## src/rtl/spi_dac_multi.sv

```systemverilog
`default_nettype none
// ============================================================================
// Module      : spi_dac_multi
// Description : Multi-channel serial DAC writer. A free-running frame counter
//               produces a sample tick (irq). On each tick all channel words
//               and the enable mask are latched, then one CS_N-framed word is
//               sent per enabled channel, lowest channel index first. DIN is
//               MSB first and changes on SCLK rising edges. The DAC samples
//               on falling edges.
// Optional    : define SPI_DAC_MULTI_LDAC_EN to add the LDAC_N output. It
//               pulses low for SCLK_DIV clk cycles after the last word's gap.
//               busy and done are delayed to the end of that pulse.
// Ports       : clk, rst_n            clock, async active-low reset
//               ch_data[NCH*WORD_W]   channel words, channel i at [i*WORD_W +: WORD_W]
//               ch_en[NCH]            channel enable mask, latched at the tick
//               CS_N, SCLK, DIN       DAC serial interface
//               LDAC_N                DAC load strobe (optional)
//               irq                   one-clk pulse per frame tick
//               busy, done            frame in progress / frame complete pulse
//               overrun, ovr_clr      sticky tick-while-busy flag and its clear
// Revision    : 1.0  initial release
// ============================================================================
module spi_dac_multi #(
  parameter int WORD_W    = 16,
  parameter int NCH       = 2,
  parameter int SCLK_DIV  = 2,
  parameter int CS_GAP    = 2,
  parameter int FRAME_DIV = 100
) (
  input  logic                  clk,
  input  logic                  rst_n,
  input  logic [NCH*WORD_W-1:0] ch_data,
  input  logic [NCH-1:0]        ch_en,
  output logic                  CS_N,
  output logic                  SCLK,
  output logic                  DIN,
  output logic                  irq,
  output logic                  busy,
  output logic                  done,
  output logic                  overrun,
`ifdef SPI_DAC_MULTI_LDAC_EN
  output logic                  LDAC_N,
`endif
  input  logic                  ovr_clr
);

  localparam int H       = SCLK_DIV / 2;
  localparam int CW      = (NCH > 1) ? $clog2(NCH) : 1;
  localparam int CNT_W   = (FRAME_DIV > 1) ? $clog2(FRAME_DIV) : 1;
  localparam int TMR_MAX = (CS_GAP > SCLK_DIV) ? CS_GAP : SCLK_DIV;
  localparam int TMR_W   = $clog2(TMR_MAX + 1);
  localparam int BIT_W   = $clog2(WORD_W);

  localparam logic [CNT_W-1:0] CNT_LAST = CNT_W'(FRAME_DIV - 1);
  localparam logic [TMR_W-1:0] TMR_HALF = TMR_W'(H - 1);
  localparam logic [TMR_W-1:0] TMR_GAP  = TMR_W'(CS_GAP - 1);
  localparam logic [BIT_W-1:0] BIT_LAST = BIT_W'(WORD_W - 1);
`ifdef SPI_DAC_MULTI_LDAC_EN
  localparam logic [TMR_W-1:0] TMR_LDAC = TMR_W'(2 * H - 1);
`endif

  typedef enum logic [2:0] {
    S_IDLE  = 3'd0,
    S_SETUP = 3'd1,
    S_SHIFT = 3'd2,
    S_HOLD  = 3'd3,
    S_GAP   = 3'd4,
    S_LDAC  = 3'd5
  } state_t;

  state_t                state_q;
  logic [CNT_W-1:0]      cnt_q;
  logic [CNT_W-1:0]      cnt_d;
  logic                  tick;
  logic [NCH*WORD_W-1:0] shadow_q;
  logic [NCH-1:0]        mask_q;
  logic [CW-1:0]         ch_q;
  logic [WORD_W-1:0]     sh_q;
  logic [BIT_W-1:0]      bit_q;
  logic [TMR_W-1:0]      tmr_q;
  logic                  cs_n_q;
  logic                  sclk_q;
  logic                  din_q;
  logic                  irq_q;
  logic                  busy_q;
  logic                  done_q;
  logic                  overrun_q;
`ifdef SPI_DAC_MULTI_LDAC_EN
  logic                  ldac_n_q;
`endif

  logic [CW-1:0]         first_idx;
  logic [CW-1:0]         next_idx;
  logic [NCH-1:0]        served_oh;
  logic [NCH-1:0]        rem_mask;
  logic [WORD_W-1:0]     first_word;
  logic [WORD_W-1:0]     next_word;

  // Index of the lowest set bit; returns 0 for an empty mask.
  function automatic logic [CW-1:0] lowest_idx(input logic [NCH-1:0] m);
    logic [CW-1:0] idx;
    idx = '0;
    for (int i = NCH - 1; i >= 0; i--) begin
      if (m[i]) idx = CW'(i);
    end
    return idx;
  endfunction

  always_comb begin
    // The tick is taken on the last count so that irq, registered from it,
    // is high exactly while the counter reads 0.
    tick       = (cnt_q == CNT_LAST);
    cnt_d      = tick ? '0 : cnt_q + 1'b1;
    served_oh  = '0;
    served_oh[ch_q] = 1'b1;
    rem_mask   = mask_q & ~served_oh;
    first_idx  = lowest_idx(ch_en);
    next_idx   = lowest_idx(rem_mask);
    first_word = ch_data[first_idx*WORD_W +: WORD_W];
    next_word  = shadow_q[next_idx*WORD_W +: WORD_W];
  end

  always_ff @(posedge clk or negedge rst_n) begin
    if (!rst_n) begin
      state_q   <= S_IDLE;
      cnt_q     <= '0;
      shadow_q  <= '0;
      mask_q    <= '0;
      ch_q      <= '0;
      sh_q      <= '0;
      bit_q     <= '0;
      tmr_q     <= '0;
      cs_n_q    <= 1'b1;
      sclk_q    <= 1'b0;
      din_q     <= 1'b0;
      irq_q     <= 1'b0;
      busy_q    <= 1'b0;
      done_q    <= 1'b0;
      overrun_q <= 1'b0;
`ifdef SPI_DAC_MULTI_LDAC_EN
      ldac_n_q  <= 1'b1;
`endif
    end else begin
      cnt_q  <= cnt_d;
      irq_q  <= tick;
      done_q <= 1'b0;

      // Any non-idle state counts as busy, including the last GAP cycle
      // right before IDLE. A new overrun event beats a clear.
      if (tick && (state_q != S_IDLE)) begin
        overrun_q <= 1'b1;
      end else if (ovr_clr) begin
        overrun_q <= 1'b0;
      end

      case (state_q)
        S_IDLE: begin
          if (tick) begin
            shadow_q <= ch_data;
            mask_q   <= ch_en;
            if (ch_en != '0) begin
              ch_q    <= first_idx;
              sh_q    <= first_word;
              busy_q  <= 1'b1;
              cs_n_q  <= 1'b0;
              sclk_q  <= 1'b0;
              din_q   <= 1'b0;
              tmr_q   <= TMR_HALF;
              state_q <= S_SETUP;
            end
          end
        end

        S_SETUP: begin
          if (tmr_q != '0) begin
            tmr_q <= tmr_q - 1'b1;
          end else begin
            sclk_q  <= 1'b1;
            din_q   <= sh_q[WORD_W-1];
            sh_q    <= {sh_q[WORD_W-2:0], 1'b0};
            bit_q   <= '0;
            tmr_q   <= TMR_HALF;
            state_q <= S_SHIFT;
          end
        end

        // DIN holds its bit through the low half so the falling edge
        // samples a stable value.
        S_SHIFT: begin
          if (tmr_q != '0) begin
            tmr_q <= tmr_q - 1'b1;
          end else if (sclk_q) begin
            sclk_q <= 1'b0;
            tmr_q  <= TMR_HALF;
          end else if (bit_q == BIT_LAST) begin
            din_q   <= 1'b0;
            tmr_q   <= TMR_HALF;
            state_q <= S_HOLD;
          end else begin
            sclk_q <= 1'b1;
            din_q  <= sh_q[WORD_W-1];
            sh_q   <= {sh_q[WORD_W-2:0], 1'b0};
            bit_q  <= bit_q + 1'b1;
            tmr_q  <= TMR_HALF;
          end
        end

        S_HOLD: begin
          if (tmr_q != '0) begin
            tmr_q <= tmr_q - 1'b1;
          end else begin
            cs_n_q  <= 1'b1;
            tmr_q   <= TMR_GAP;
            state_q <= S_GAP;
          end
        end

        S_GAP: begin
          if (tmr_q != '0) begin
            tmr_q <= tmr_q - 1'b1;
          end else begin
            mask_q <= rem_mask;
            if (rem_mask != '0) begin
              ch_q    <= next_idx;
              sh_q    <= next_word;
              cs_n_q  <= 1'b0;
              tmr_q   <= TMR_HALF;
              state_q <= S_SETUP;
            end else begin
`ifdef SPI_DAC_MULTI_LDAC_EN
              ldac_n_q <= 1'b0;
              tmr_q    <= TMR_LDAC;
              state_q  <= S_LDAC;
`else
              busy_q  <= 1'b0;
              done_q  <= 1'b1;
              state_q <= S_IDLE;
`endif
            end
          end
        end

`ifdef SPI_DAC_MULTI_LDAC_EN
        S_LDAC: begin
          if (tmr_q != '0) begin
            tmr_q <= tmr_q - 1'b1;
          end else begin
            ldac_n_q <= 1'b1;
            busy_q   <= 1'b0;
            done_q   <= 1'b1;
            state_q  <= S_IDLE;
          end
        end
`endif

        default: begin
          state_q <= S_IDLE;
        end
      endcase
    end
  end

  assign CS_N    = cs_n_q;
  assign SCLK    = sclk_q;
  assign DIN     = din_q;
  assign irq     = irq_q;
  assign busy    = busy_q;
  assign done    = done_q;
  assign overrun = overrun_q;
`ifdef SPI_DAC_MULTI_LDAC_EN
  assign LDAC_N  = ldac_n_q;
`endif

endmodule
`default_nettype wire

```

## config.mk

```make
export PLATFORM = sky130hd
export DESIGN_NAME = spi_dac_multi
export DESIGN_NICKNAME = d
export VERILOG_FILES = /design/src/rtl/spi_dac_multi.sv
export SDC_FILE = /design/constraint.sdc
export NUM_CORES = 1
export LEC_CHECK = 0
export ABC_AREA = 1
export CORE_MARGIN = 4
export CORE_UTILIZATION = 51
export DETAILED_ROUTE_END_ITERATION = 8
export GPL_TIMING_DRIVEN = 0
export HOLD_SLACK_MARGIN = 0.12
export PLACE_DENSITY = 0.74
export SETUP_SLACK_MARGIN = 0.4
export SLEW_MARGIN = 20
export SYNTH_ARGS = -nofsm -noshare
export SYNTH_HDL_FRONTEND = slang
export SYNTH_SLANG_ARGS = --single-unit
```

## constraint.sdc

```tcl
create_clock -name clk -period 1.62 [get_ports clk]
set_input_delay 0.324 -clock clk [delete_from_list [all_inputs] [get_ports clk]]
set_output_delay 0.324 -clock clk [all_outputs]
set_load 0.1 [all_outputs]
```

---- After elaboration in Yosys (flattened, before gate mapping) ----
Index checks and enable logic that the tools add are counted.
cells by class
  shift-type cells ........................ 2
  equality and inequality tests ........... 18
  reductions and logical operators ........ 26
  multipliers ............................. 0
  div/mod/pow operators ................... 0
  magnitude comparators ................... 2
  bitwise operators ....................... 2
  multiplexer cells ....................... 71
  add/sub/neg operators ................... 3
operators with widths
  operator                                                               count
  16-bit two-way mux                                                     8
  16-bit case mux with 4 select lines                                    1
  32-bit by 6-bit variable part select with 16-bit output                2
  1-bit two-way mux                                                      31
  3-bit two-way mux                                                      8
  2-bit inequality test, second input constant                           11
  5-bit AND reduction                                                    4
  2-bit two-way mux                                                      8
  4-bit two-way mux                                                      4
  3-bit case mux with 5 select lines                                     1
  6-bit AND reduction                                                    2
  2-bit nonzero test                                                     6
  1-bit case mux with 3 select lines                                     3
  9-bit AND reduction                                                    1
  3-bit nonzero test                                                     3
  2-bit case mux with 4 select lines                                     1
  4-bit case mux with 2 select lines                                     1
  8-bit AND reduction                                                    1
  4-bit nonzero test                                                     2
  7-bit by 1-bit adder with 7-bit output, second input constant          1
  7-bit equality test, second input constant                             1
  7-bit two-way mux                                                      1
  3-bit by 2-bit equality test with 1-bit output, second input constant  2
  4-bit by 1-bit adder with 4-bit output, second input constant          1
  18 further kinds                                                       20
word-level totals
  bits in latches ......................... 0
  logic and storage cells ................. 139
  output and inout bits ................... 7
  input port bits ......................... 37
  bits in writable memories ............... 0
  memories kept ........................... 0
  ROM bits ................................ 0
  register bits after elaboration ......... 74

---- Longest topological paths before layout ----
  depth in word-level cells ............... 12
  depth in mapped cells ................... 10
  gate-level depth less buffers ........... 10

---- Worst setup path before layout ----
Ideal clock, no wire load.
  path kind ............................... flip-flop to flip-flop
  from .................................... reg sclk_q (netlist: SCLK)
  to ...................................... reg sh_q[5]
  data required time ...................... 1555 ps
  period minus slack after synthesis ...... 1696 ps
  library setup time ...................... 65 ps
  setup slack ............................. -76 ps
  arrival ................................. 1631 ps
  cell stages (with the launch flop) ...... 10
  path buffers ............................ 1
  cell sequence ........................... dfrtp_1 > inv_1 > nand2_1 > nand2_2 > nand2_1 > inv_2 > nand3_2 > buf_6 > nand2_1 > nand2_1
between the ends
  longest elaborated chain between the ends .. 2
RTL lines
  element                                 RTL line  text
  from (decl)                             82        logic sclk_q;
  from (signal assigned)                  134       sclk_q <= 1'b0;
  from (signal assigned)                  166       sclk_q <= 1'b0;
  from (signal assigned)                  178       sclk_q <= 1'b1;
  2-bit inequality test (no source line)  --
  9-bit AND reduction (no source line)    --
  to (signal assigned)                    163       sh_q <= first_word;
  to (signal assigned)                    180       sh_q <= {sh_q[WORD_W-2:0], 1'b0};
  to (signal assigned)                    202       sh_q <= {sh_q[WORD_W-2:0], 1'b0};
  to (decl)                               78        logic [WORD_W-1:0] sh_q;
Every way passes these cells.
A chain may end at the register's enable or synchronous reset.

---- Worst setup path after layout ----
  from .................................... reg ch_q
  to ...................................... reg sh_q[1]
between the ends
  longest elaborated chain between the ends .. 12
  elaborated cells on any way between the ends .. 16
  classes of those cells .................. 2 x order compare; 1 x eq/ne; 1 x shift; 7 x mux; 2 x bitwise; 3 x reduce/logical
RTL lines
  element                                                                                                                           RTL line  text
  from (decl)                                                                                                                       77        logic [CW-1:0] ch_q;
  from (signal assigned)                                                                                                            162       ch_q <= first_idx;
  from (signal assigned)                                                                                                            224       ch_q <= next_idx;
  1-bit by 2-bit less-than comparator with 1-bit output (implied by the code) or 1-bit greater-or-equal comparator (tied branches)  115       served_oh[ch_q] = 1'b1;
  1-bit logical AND (implied by the code)                                                                                           115
  1-bit two-way mux (implied by the code)                                                                                           115
  1-bit demux with 1-bit select *                                                                                                   115
  2-bit inverter *                                                                                                                  116       rem_mask = mask_q & ~served_oh;
  2-bit bitwise AND *                                                                                                               116
  1-bit two-way mux (2 in series)                                                                                                   104       if (m[i]) idx = CW'(i);
  32-bit by 6-bit variable part select with 16-bit output                                                                           120       next_word = shadow_q[next_idx*WORD_W +: WORD_W];
  16-bit two-way mux                                                                                                                223       if (rem_mask != '0) begin
  16-bit two-way mux                                                                                                                219       if (tmr_q != '0) begin
  16-bit case mux with 4 select lines                                                                                               156       case (state_q)
  to (signal assigned)                                                                                                              163
  to (signal assigned)                                                                                                              180
  to (signal assigned)                                                                                                              225       sh_q <= next_word;
Every way passes the cells marked *; elsewhere a longest branch is shown, timed or not. The select of a mux whose other input is x is not followed.

==> report_table.html <==
<table>
<tr><th>Metric</th><th>Value</th></tr>
<tr><th colspan="2">Worst setup path</th></tr>
<tr><td>Signal arrival time at the worst endpoint</td><td>2.00 ns</td></tr>
<tr><td>Sort of element at the end of the critical path</td><td>register</td></tr>
<tr><td>CP max FO</td><td>8</td></tr>
<tr><td>Critical path startpoint category</td><td>register</td></tr>
<tr><td>Worst Path Required</td><td>1.91 ns</td></tr>
<tr><td>Type of the setup path with the least slack</td><td>reg -&gt; reg</td></tr>
<tr><th colspan="2">Placed design</th></tr>
<tr><td>Final GP Congestion</td><td>0.963</td></tr>
<tr><td>HPWL Detailed</td><td>8140 um</td></tr>
<tr><td>IO Port Bufs</td><td>42</td></tr>
<tr><th colspan="2">Yosys</th></tr>
<tr><td>Yosys top cell by area</td><td>sky130_fd_sc_hd__dfrtp_1</td></tr>
<tr><td>Number of enable-type register cells in the synthesized netlist</td><td>0</td></tr>
<tr><td>Main area contributors after synthesis</td><td>sky130_fd_sc_hd__dfrtp_1, sky130_fd_sc_hd__nand2_1, sky130_fd_sc_hd__nand3_1</td></tr>
<tr><td>Async S/R FF share, synth</td><td>100%</td></tr>
<tr><td>Syn Nets</td><td>617</td></tr>
<tr><td>Cells after Synth</td><td>578</td></tr>
<tr><td>Warnings, synthesis</td><td>0</td></tr>
<tr><td>Avg Inst Size Synth</td><td>7.12 um^2</td></tr>
<tr><td>Library cell with the highest instance count after synthesis</td><td>sky130_fd_sc_hd__nand2_1</td></tr>
<tr><td>Synthesized flop and latch total</td><td>74</td></tr>
<tr><td>Post-synth top area share</td><td>44.4%</td></tr>
<tr><td>Netlist cell types</td><td>33</td></tr>
<tr><td>Mapped cell area</td><td>0.00412 mm^2</td></tr>
<tr><td>Ys flop type</td><td>sky130_fd_sc_hd__dfrtp_1</td></tr>
<tr><td>Part of the Yosys area used for sequential elements</td><td>45.0%</td></tr>
<tr><td>Most frequent cells after synthesis</td><td>sky130_fd_sc_hd__nand2_1, sky130_fd_sc_hd__nand3_1, sky130_fd_sc_hd__dfrtp_1</td></tr>
<tr><th colspan="2">STA</th></tr>
<tr><td>Count of final setup violators</td><td>16</td></tr>
<tr><td>Maximum clock frequency</td><td>584 MHz</td></tr>
<tr><td>Setup repair after global routing missed its margin</td><td>true</td></tr>
<tr><td>Max-slew violation total from the final report</td><td>0</td></tr>
<tr><td>Period minus WS final</td><td>1.71 ns</td></tr>
<tr><td>Worst Tran Pin Value</td><td>0.577 ns</td></tr>
<tr><td>Normalized max-slew margin</td><td>61.5%</td></tr>
<tr><td>Final worst-path setup slack</td><td>-0.0930 ns</td></tr>
<tr><td>Final cycle utilization of the critical path</td><td>106%</td></tr>
<tr><td>Setup Skew</td><td>0.0130 ns</td></tr>
<tr><td>Total count of hold-check failures in the final report</td><td>0</td></tr>
<tr><td>Final sum of negative setup slack</td><td>-0.916 ns</td></tr>
<tr><th colspan="2">Global route</th></tr>
<tr><td>Pin count of the biggest net entering global routing</td><td>48</td></tr>
<tr><td>Most used routing layer in global routing</td><td>met2</td></tr>
<tr><td>Vias in the first global route</td><td>4205</td></tr>
<tr><td>Met2 Resource Use GR</td><td>44.6%</td></tr>
<tr><td>All-layer global routing usage</td><td>26.2%</td></tr>
<tr><td>Global-route met3 utilization</td><td>4.71%</td></tr>
<tr><td>Wire length of the first global-routing pass</td><td>20200 um</td></tr>
<tr><td>Met1 Usage GRT</td><td>33.2%</td></tr>
<tr><td>Antenna violations before repair</td><td>0</td></tr>
<tr><td>Total congestion overflow</td><td>0</td></tr>
<tr><th colspan="2">Detailed routing</th></tr>
<tr><td>Post-route DRC</td><td>0</td></tr>
<tr><td>Routed vias</td><td>4481</td></tr>
<tr><td>Per-cell routed wire length</td><td>17.8 um</td></tr>
<tr><td>Routed vias/inst</td><td>5.74</td></tr>
<tr><td>Starting DRC count in detailed routing</td><td>560</td></tr>
<tr><td>Antenna-violating nets left</td><td>0</td></tr>
<tr><td>DRT Pass-1 Iters</td><td>5</td></tr>
<tr><td>Total routed wirelength</td><td>13900 um</td></tr>
<tr><th colspan="2">Die</th></tr>
<tr><td>Boundary Pins</td><td>44</td></tr>
<tr><td>Core area</td><td>0.00781 mm^2</td></tr>
<tr><td>Die footprint</td><td>0.00958 mm^2</td></tr>
<tr><td>Cell row count</td><td>32</td></tr>
<tr><td>Die Ht</td><td>97.9 um</td></tr>
<tr><td>Width of the die</td><td>97.9 um</td></tr>
<tr><td>Starting utilization of the core area</td><td>52.7%</td></tr>
<tr><th colspan="2">Clocking</th></tr>
<tr><td># clock sinks</td><td>74</td></tr>
<tr><td>Clock Tree Root</td><td>sky130_fd_sc_hd__clkbuf_8</td></tr>
<tr><td>Clock latency on the worst-skew pair</td><td>0.36 ns</td></tr>
<tr><td>Depth of the CTS H-tree</td><td>3</td></tr>
<tr><td>Clock tree from TritonCTS</td><td>done</td></tr>
<tr><td>Largest buffer count on any clock path</td><td>2</td></tr>
<tr><td>Clock edge transition at the registers on the reported setup and hold paths</td><td>0.09 ns</td></tr>
<tr><td>Total clock buffers created by CTS</td><td>9</td></tr>
<tr><th colspan="2">Job</th></tr>
<tr><td>Reported max-cap violation count</td><td>0</td></tr>
<tr><th colspan="2">Layout</th></tr>
<tr><td>Layout overhead on the synthesized area</td><td>41.2%</td></tr>
<tr><td>Layout cell share with drive strength beyond 1</td><td>25.8%</td></tr>
<tr><td>Share of the core filled with cells</td><td>74.5%</td></tr>
<tr><td>Antenna Cells</td><td>0</td></tr>
<tr><td># nets final</td><td>714</td></tr>
<tr><th colspan="2">Hold path</th></tr>
<tr><td>Worst hold path type</td><td>in -&gt; async</td></tr>
<tr><th colspan="2">Power and ir drop</th></tr>
<tr><td>Power density cells</td><td>638 mW/mm^2</td></tr>
<tr><td>Static leakage</td><td>2.94 nW</td></tr>
<tr><td>Worst IR drop on VDD</td><td>349 uV</td></tr>
<tr><th colspan="2">Outcome</th></tr>
<tr><td>Violated checks</td><td>negative setup slack</td></tr>
<tr><td>Outcome</td><td>finished with violations</td></tr>
</table>
==> what timing repair did <==
| action | 4_1_cts | 5_1_grt |
|---|---|---|
| hold endpoints to repair | 26 | 0 |
| setup buffers | 23 | 19 |
| pin swaps | 13 | 14 |
| endpoints found under the setup margin | 79 | 78 |
| gates resized for setup | 109 | 65 |
| hold buffers | 1 | 0 |
==> critical path: stages, from the launching register on <==
cell and delay [ns]:
sky130_fd_sc_hd__dfrtp_2 0.47, sky130_fd_sc_hd__inv_1 0.13, sky130_fd_sc_hd__nand2_4 0.10, sky130_fd_sc_hd__nand2_2 0.11, sky130_fd_sc_hd__inv_1 0.11, sky130_fd_sc_hd__nand2_4 0.10
sky130_fd_sc_hd__nand3_2 0.08, sky130_fd_sc_hd__nor2_4 0.19, sky130_fd_sc_hd__buf_6 0.15, sky130_fd_sc_hd__nand3_1 0.10, sky130_fd_sc_hd__nand2_1 0.10
==> cells by family (layout without fill, tap and decap cells) <==
family,count (synthesis),after routing,synth area share [%]
xor gates and xnor gates,3,3,0.638
muxes,1,1,0.243
AOI/OAI and AO/OA,27,27,3.74
DFF,74,74,45.0
adders and majority gates,2,2,0.608
buffers and inverters,60,161,6.78
and+or+nand+nor,411,411,43.0
==> through the flow <==
step / hold slack, ns / power (mW) / cell area (um^2) / instances / setup slack [ns]
global placement: 0.454 / 2.10 / 4760 / 722 / -2.90
detailed placement: 0.280 / 2.11 / 4790 / 723 / -0.621
finish: 0.433 / 3.71 / 5810 / 781 / -0.0930
floorplan: 0.0284 / 1.94 / 4220 / 578 / 0.0696
global route: 0.445 / 3.83 / 5810 / 781 / -0.143
CTS: 0.444 / 3.67 / 5420 / 762 / 0.0414
==> cell usage in the layout, fill, tap and decap left out, types with 4 or more instances in the layout <==
| cell | n |
|---|---|
| sky130_fd_sc_hd__nand3_1 | 101 |
| sky130_fd_sc_hd__nand3_2 | 6 |
| sky130_fd_sc_hd__o21ai_0 | 4 |
| sky130_fd_sc_hd__buf_4 | 38 |
| sky130_fd_sc_hd__nand2_4 | 15 |
| sky130_fd_sc_hd__buf_6 | 15 |
| sky130_fd_sc_hd__nor2_2 | 4 |
| sky130_fd_sc_hd__nand3_4 | 6 |
| sky130_fd_sc_hd__clkbuf_8 | 9 |
| sky130_fd_sc_hd__inv_2 | 6 |
| sky130_fd_sc_hd__clkdlybuf4s50_1 | 34 |
| sky130_fd_sc_hd__dfrtp_1 | 67 |
| sky130_fd_sc_hd__o21ai_1 | 5 |
| sky130_fd_sc_hd__inv_1 | 23 |
| sky130_fd_sc_hd__nor2_1 | 12 |
| sky130_fd_sc_hd__dfrtp_2 | 5 |
| sky130_fd_sc_hd__buf_12 | 11 |
| sky130_fd_sc_hd__nand2_2 | 14 |
| sky130_fd_sc_hd__buf_2 | 4 |
| sky130_fd_sc_hd__nand2_1 | 238 |
| sky130_fd_sc_hd__a21oi_1 | 9 |
| sky130_fd_sc_hd__nor2_4 | 11 |
==> state kept, by name (all words and copies together) (netlist names) <==
name	flops
CS_N	1
tmr_q	2
overrun	1
cnt_q	7
busy	1
done	1
shadow_q	32
ch_q	1
sh_q	16
bit_q	4
mask_q	2
state_q	3
SCLK	1
irq	1
DIN	1
==> layout make-up <==
class                           count  area, um^2
Multi-Input combinational cell    444        2300
Fill cell                         560        1990
Sequential cell                    74        1860
Timing Repair Buffer               86         905
Buffer                             25         241
Inverter                           35         159
Tap cell                          102         128
Clock buffer                        9         124
Clock inverter                      6        92.6
==> worst paths after layout <==
path	from	end	slack, ns	depth (start not counted)
max	ch_q	sh_q[1]	-0.09	10
min	rst_n	cnt_q[3]	0.43	2
max reg2reg	ch_q	sh_q[1]	-0.09	10
min reg2reg	sh_q[11]	sh_q[11]	0.48	2
max in group asynchronous	rst_n	sh_q[11]	0.59	3
min in group clk	sh_q[11]	sh_q[11]	0.48	2
==> where the power goes <==
group | leakage [nW] | internal, mW | switching (mW)
Combinational | 2.07 | 0.110 | 0.129
Sequential | 0.768 | 1.85 | 0.00137
Clock | 0.102 | 0.864 | 0.755
==> metal layers <==
layer  up-vias  share of wire, %
met5         -                 0
met2       259                49
met1      2118                39
met4         0               4.3
li1       2037                 -
met3        67               7.6
(Power assumes the default switching activity.)
